<file path="config.mk">
export PLATFORM = sky130hd
export DESIGN_NAME = fetch_unit
export DESIGN_NICKNAME = d
export VERILOG_FILES = /design/src/rtl/cpu_pkg.sv /design/src/rtl/pc_reg.sv /design/src/rtl/fetch_unit.sv
export SDC_FILE = /design/constraint.sdc
export NUM_CORES = 1
export LEC_CHECK = 0
export BUFFER_PORTS_ARGS = -buffer_cell sky130_fd_sc_hd__buf_2
export CAP_MARGIN = 30
export CORE_MARGIN = 4
export CORE_UTILIZATION = 40
export CTS_BUF_LIST = sky130_fd_sc_hd__clkbuf_4 sky130_fd_sc_hd__clkbuf_8
export DETAILED_ROUTE_END_ITERATION = 10
export PLACE_DENSITY = 0.69
export SLEW_MARGIN = 20
export SYNTH_ARGS = -nofsm -noshare
export SYNTH_HDL_FRONTEND = slang
export SYNTH_SLANG_ARGS = --single-unit
</file>
<file path="constraint.sdc">
create_clock -name clk -period 4.1 [get_ports clk]
set_clock_uncertainty 0.1 [all_clocks]
set_input_delay 0.205 -clock clk [delete_from_list [all_inputs] [get_ports clk]]
set_output_delay 0.205 -clock clk [all_outputs]
set_load 0.1 [all_outputs]
</file>
<file path="src/rtl/cpu_pkg.sv">
// Shared CPU definitions: datapath width, the NOP encoding, the default reset PC
// and the fetch FSM state type.
package cpu_pkg;

  localparam int XLEN = 32;
  localparam logic [XLEN-1:0] NOP_INSTR = 32'h0000_0013;
  localparam logic [XLEN-1:0] DEFAULT_RESET_PC = 32'h0000_0000;

  typedef enum logic [1:0] {
    REQ   = 2'd0,
    VALID = 2'd1,
    ERROR = 2'd2
  } fetch_state_e;

endpackage

</file>
<file path="src/rtl/pc_reg.sv">
// Program counter register: loads RESET_PC on reset, then either holds,
// advances by 4 or loads a redirect target.
module pc_reg
  import cpu_pkg::*;
#(
  parameter logic [XLEN-1:0] RESET_PC = DEFAULT_RESET_PC
) (
  input  logic            clk,
  input  logic            rst,
  input  logic            inc,
  input  logic            load,
  input  logic [XLEN-1:0] target,
  output logic [XLEN-1:0] pc,
  output logic [XLEN-1:0] pc_plus4
);

  logic [XLEN-1:0] pc_q, pc_d;

  // A load takes priority over an increment; the sum wraps modulo 2^32.
  always_comb begin
    pc_d = pc_q;
    if (load) begin
      pc_d = target;
    end else if (inc) begin
      pc_d = pc_q + 32'd4;
    end
  end

  always_ff @(posedge clk) begin
    if (rst) begin
      pc_q <= RESET_PC;
    end else begin
      pc_q <= pc_d;
    end
  end

  assign pc       = pc_q;
  assign pc_plus4 = pc_q + 32'd4;

endmodule

</file>
<file path="src/rtl/fetch_unit.sv">
// Instruction fetch unit: requests one instruction at a time, holds it until the
// core retires it, then follows the sequential or redirected PC.
module fetch_unit
  import cpu_pkg::*;
#(
  parameter logic [XLEN-1:0] RESET_PC = DEFAULT_RESET_PC
) (
  input  logic            clk,
  input  logic            rst,
  output logic            imem_req,
  output logic [XLEN-1:0] imem_addr,
  input  logic            imem_ack,
  input  logic [XLEN-1:0] imem_rdata,
  output logic [XLEN-1:0] instr,
  output logic [XLEN-1:0] pc,
  output logic [XLEN-1:0] pc_plus4,
  output logic            instr_valid,
  input  logic            retire,
  input  logic            redirect,
  input  logic [XLEN-1:0] redirect_target,
  output logic            fetch_err,
  output logic [XLEN-1:0] retired_count
);

  fetch_state_e    state_q, state_d;
  logic [XLEN-1:0] instr_q, instr_d;
  logic [XLEN-1:0] retired_count_q, retired_count_d;
  logic            fetch_err_q, fetch_err_d;
  logic            imem_req_q, imem_req_d;
  logic            instr_valid_q, instr_valid_d;
  logic            pc_inc, pc_load;

  pc_reg #(
    .RESET_PC(RESET_PC)
  ) u_pc_reg (
    .clk     (clk),
    .rst     (rst),
    .inc     (pc_inc),
    .load    (pc_load),
    .target  (redirect_target),
    .pc      (pc),
    .pc_plus4(pc_plus4)
  );

  always_comb begin
    state_d         = state_q;
    instr_d         = instr_q;
    retired_count_d = retired_count_q;
    fetch_err_d     = fetch_err_q;
    pc_inc          = 1'b0;
    pc_load         = 1'b0;
    case (state_q)
      REQ: begin
        if (imem_ack) begin
          instr_d = imem_rdata;
          state_d = VALID;
        end
      end
      VALID: begin
        // A misaligned target still counts as a retire but freezes the PC.
        if (retire) begin
          retired_count_d = retired_count_q + 32'd1;
          if (!redirect) begin
            pc_inc  = 1'b1;
            state_d = REQ;
          end else if (redirect_target[1:0] == 2'b00) begin
            pc_load = 1'b1;
            state_d = REQ;
          end else begin
            fetch_err_d = 1'b1;
            state_d     = ERROR;
          end
        end
      end
      default: begin
        state_d = ERROR;
      end
    endcase
    imem_req_d    = (state_d == REQ);
    instr_valid_d = (state_d == VALID);
  end

  always_ff @(posedge clk) begin
    if (rst) begin
      state_q         <= REQ;
      instr_q         <= NOP_INSTR;
      retired_count_q <= '0;
      fetch_err_q     <= 1'b0;
      imem_req_q      <= 1'b1;
      instr_valid_q   <= 1'b0;
    end else begin
      state_q         <= state_d;
      instr_q         <= instr_d;
      retired_count_q <= retired_count_d;
      fetch_err_q     <= fetch_err_d;
      imem_req_q      <= imem_req_d;
      instr_valid_q   <= instr_valid_d;
    end
  end

  assign imem_req      = imem_req_q;
  assign imem_addr     = pc;
  assign instr         = instr_q;
  assign instr_valid   = instr_valid_q;
  assign fetch_err     = fetch_err_q;
  assign retired_count = retired_count_q;

endmodule

</file>
==> metrics.log <==
INFO  metric final_period_minus_worst_setup_slack = 3.28 ns
INFO  metric worst_path_dominant_cell_family = simple AND/OR/NAND/NOR gates
INFO  metric postRouteWirelength = 16400 um
INFO  metric cts_made_buffers = 9
INFO  metric timing.critical_path.slowest_cell_delay = 0.62 ns
INFO  metric worstSetupEndpointType = output port
INFO  metric hold_path.startpoint = redirect_target[26]
INFO  metric critical_path_required = 3.80 ns
INFO  metric die_area = 15000 um2
INFO  metric crit_path_start = u_pc_reg.pc[2]
INFO  metric initial_utilization = 0.411
INFO  metric data_arrival_time_of_the_worst_path = 2.98 ns
INFO  metric final_max_slew_viol_count = 0
INFO  metric max-vdd-ir-drop = 337 uV
INFO  metric detailedPlacementHpwl = 11400 um
INFO  metric areaGrowthSynthToFinish = 32.0%
INFO  metric p_sw = 989 uW
INFO  metric ios = 232
INFO  metric combinationalPowerShare = 0.296
INFO  metric drt_drc_violations_left = 0
INFO  metric final_hold_viol_count = 0
INFO  metric setup.worst_path.start_class = register
INFO  metric placement.io_buffers = 231
INFO  metric die_w = 122 um
INFO  metric sequentialPowerShare = 0.432
INFO  metric grt_max_degree = 63
INFO  metric share_of_final_layout_standard_cells_stronger_than_drive_strength_1 = 0.303
INFO  metric yosys_warnings = 0
INFO  metric hold-worst-slack = 0.0194 ns
INFO  metric final_core_util = 0.543
INFO  metric postCtsResizedCells = 0
INFO  metric max_slew.worst_pin.slew = 0.807 ns
INFO  metric detailed_router_s_first_iteration_violation_count = 394
INFO  metric route.vias.total = 5518
INFO  metric clk_pin_slew_worst_paths = 0.10 ns
INFO  metric avgSynthCellArea = 7.88 um2
INFO  metric outcome = completed
INFO  metric mappedNetlistNets = 735
INFO  metric final.period_utilization = 0.800
INFO  metric cell_internal_pwr = 1470 uW
INFO  metric grt_pass1_vias = 5020
INFO  metric floorplan.die.height = 122 um
INFO  metric async_reset_ff_frac = 0
INFO  metric antenna_violating_nets_post_route = 0
INFO  metric count_of_clock_tree_sinks = 101
INFO  metric power.static_leakage = 0.00308 uW
INFO  metric grt-ovfl-total = 0
INFO  metric place_congestion = 0.847
INFO  metric diodes = 0
INFO  metric grt_pass1_wl = 25800 um
INFO  metric clk_path_buf_depth = 2
INFO  metric max_freq = 305 MHz
INFO  metric cts.htree.levels = 3
INFO  metric global_route.usage.total = 0.215
INFO  metric setup-tns-final = 0 ns
INFO  metric viasPerCell = 5.24
INFO  metric power.density_cell_area = 356 nW/um2
INFO  metric clock_power_share = 0.272
INFO  metric mappedNetlistArea = 5240 um2
INFO  metric cap_violations = 0
INFO  metric dpl_cell_area = 6230 um2
INFO  metric ys_seq_elements = 101
INFO  metric core-area = 12700 um2
INFO  metric worstPathMaxFanout = 8
INFO  metric rsz0062_at_grt = false
INFO  metric routed_wire_length_per_instance = 15.6 um
INFO  metric cp_num_buf_inv = 1
INFO  metric clockRootBuffer = sky130_fd_sc_hd__clkbuf_8
INFO  metric synth_ff_type = sky130_fd_sc_hd__dfxtp_1
INFO  metric sw_frac_of_total = 0.402
INFO  metric worstReg2RegStart = state_q[0]
INFO  metric placementRows = 41
INFO  metric final.fill_count = 1218
INFO  metric syn_inst = 664
INFO  metric ys_seq_area_frac = 0.386
INFO  metric max_slew_margin = 0.462
INFO  metric clkLatencyLatePin = 0.39 ns
INFO  metric tritoncts_clock_tree = yes
INFO  metric path_cells = ha_1 -> and3_2 -> nand4_1 -> nor4_1 -> xor2_2 -> buf_2
INFO  metric setup_fix_buffers_added_after_clock_tree_synthesis = 0
INFO  metric synth-edff-count = 0
INFO  metric final_design_area_no_fill = 6910 um2
INFO  metric nNetsFinal = 947
INFO  metric critPathKind = reg -> out
INFO  metric post_synth_num_cell_types = 57
INFO  metric drt_pre_antenna_iters = 5
INFO  metric final-setup-viol-count = 0
INFO  metric crit_path_slowest_cell = sky130_fd_sc_hd__nor4_1
INFO  metric grt_antenna_before_repair = 0
INFO  metric hold_path_class = in -> reg
path summary, 6_finish.rpt:
path	end	slack (ns)	depth (start not counted)
min	u_pc_reg.pc[26]	0.02	3
max	pc_plus4[26]	0.82	6
min reg2reg	instr[21]	0.36	2
max reg2reg	u_pc_reg.pc[16]	1.50	6
routing by layer:
metal	vias up	wire length (um)	global-route usage	share of wire
met5	-	0	0	0
met4	0	212	0.0518	0.013
met3	20	1610	0.0760	0.098
met2	232	7620	0.350	0.47
met1	2543	6940	0.275	0.42
li1	2723	-	-	-
synth_stat cells, types with 3 or more instances:
master	n	share of area
sky130_fd_sc_hd__xor2_1	22	0.037
sky130_fd_sc_hd__nor2_1	56	0.040
sky130_fd_sc_hd__or4_1	4	0.0057
sky130_fd_sc_hd__clkbuf_1	35	0.025
sky130_fd_sc_hd__buf_4	34	0.049
sky130_fd_sc_hd__nand2_1	101	0.072
sky130_fd_sc_hd__buf_1	8	0.0057
sky130_fd_sc_hd__nand3b_1	4	0.0057
sky130_fd_sc_hd__and4_1	3	0.0050
sky130_fd_sc_hd__o32ai_1	7	0.012
sky130_fd_sc_hd__inv_1	15	0.011
sky130_fd_sc_hd__dfxtp_1	101	0.39
sky130_fd_sc_hd__o211ai_1	4	0.0057
sky130_fd_sc_hd__a31oi_1	6	0.0072
sky130_fd_sc_hd__a22oi_1	10	0.014
sky130_fd_sc_hd__xnor2_1	28	0.047
sky130_fd_sc_hd__o21a_1	5	0.0072
sky130_fd_sc_hd__nor4_1	15	0.018
sky130_fd_sc_hd__a21oi_1	56	0.054
sky130_fd_sc_hd__a222oi_1	3	0.0057
sky130_fd_sc_hd__nand3_1	29	0.028
sky130_fd_sc_hd__nor3_1	14	0.013
sky130_fd_sc_hd__nand4_1	22	0.026
sky130_fd_sc_hd__and2_1	3	0.0036
sky130_fd_sc_hd__buf_6	3	0.0065
sky130_fd_sc_hd__or3_1	8	0.0096
sky130_fd_sc_hd__nand4b_1	3	0.0050
sky130_fd_sc_hd__o31ai_1	3	0.0043
sky130_fd_sc_hd__o21ai_0	15	0.014
sky130_fd_sc_hd__and3_1	10	0.012
through the flow:
stage | worst slack (ns) | instances | total power [uW]
after global placement | 1.32 | 988 | 1770
after global routing | 0.545 | 1053 | 2550
after CTS | 0.817 | 1051 | 2480
final | 0.820 | 1053 | 2460
after detailed placement | 1.26 | 990 | 1780
after floorplan | 0.00325 | 664 | 1660
tightest hold or removal path, cell delays in order:
cell and delay, ns:
sky130_fd_sc_hd__buf_2 0.08, sky130_fd_sc_hd__a22oi_1 0.07, sky130_fd_sc_hd__a31oi_1 0.12
repair_timing:
action | in CTS | in global routing
setup endpoints to repair | 0 | 0
hold buffers | 45 | 0
hold endpoints to repair | 46 | 0
kinds of logic after synthesis:
logic type	count (synthesis)	synth area share
and+or+nand+nor	289	0.276
AOI/OAI and AO/OA	124	0.149
DFF	101	0.386
buffers and inverters	97	0.0987
xor gates and xnor gates	50	0.0837
adders and majority gates	2	0.00478
muxes	1	0.00191
placed cells by master, fill, tap and decap left out, types with 4 or more instances in the layout:
master	instances
sky130_fd_sc_hd__nor2_1	56
sky130_fd_sc_hd__buf_2	231
sky130_fd_sc_hd__nand3_1	29
sky130_fd_sc_hd__and3_1	10
sky130_fd_sc_hd__o32ai_1	7
sky130_fd_sc_hd__dfxtp_1	101
sky130_fd_sc_hd__nor3_1	14
sky130_fd_sc_hd__or4_1	4
sky130_fd_sc_hd__or3_1	8
sky130_fd_sc_hd__dlygate4sd3_1	45
sky130_fd_sc_hd__xor2_1	21
sky130_fd_sc_hd__o21a_1	5
sky130_fd_sc_hd__o21ai_0	15
sky130_fd_sc_hd__a22oi_1	10
sky130_fd_sc_hd__clkbuf_8	10
sky130_fd_sc_hd__nand3b_1	4
sky130_fd_sc_hd__a21oi_1	56
sky130_fd_sc_hd__a31oi_1	6
sky130_fd_sc_hd__inv_1	15
sky130_fd_sc_hd__nand4_1	22
sky130_fd_sc_hd__xnor2_1	27
sky130_fd_sc_hd__nand2_1	101
sky130_fd_sc_hd__nor4_1	15
sky130_fd_sc_hd__o211ai_1	4
power groups by stage:
stage          Sequential [uW]  Combinational (uW)  Clock, uW
2_1_floorplan             1340                 322          0
3_3_place_gp              1080                 683          0
3_5_place_dp              1080                 691          0
4_1_cts                   1060                 725        693
5_1_grt                   1070                 757        725
6_report                  1060                 728        668
area by class of cell:
type	count	area, um2	area share
Timing Repair Buffer	283	1700	0.246
Tap cell	172	215	0.0311
Clock buffer	11	145	0.0210
Inverter	15	56.3	0.00815
Sequential cell	101	2020	0.293
Multi-Input combinational cell	466	2710	0.392
Clock inverter	5	58.8	0.00851
(Power assumes the default switching activity.)
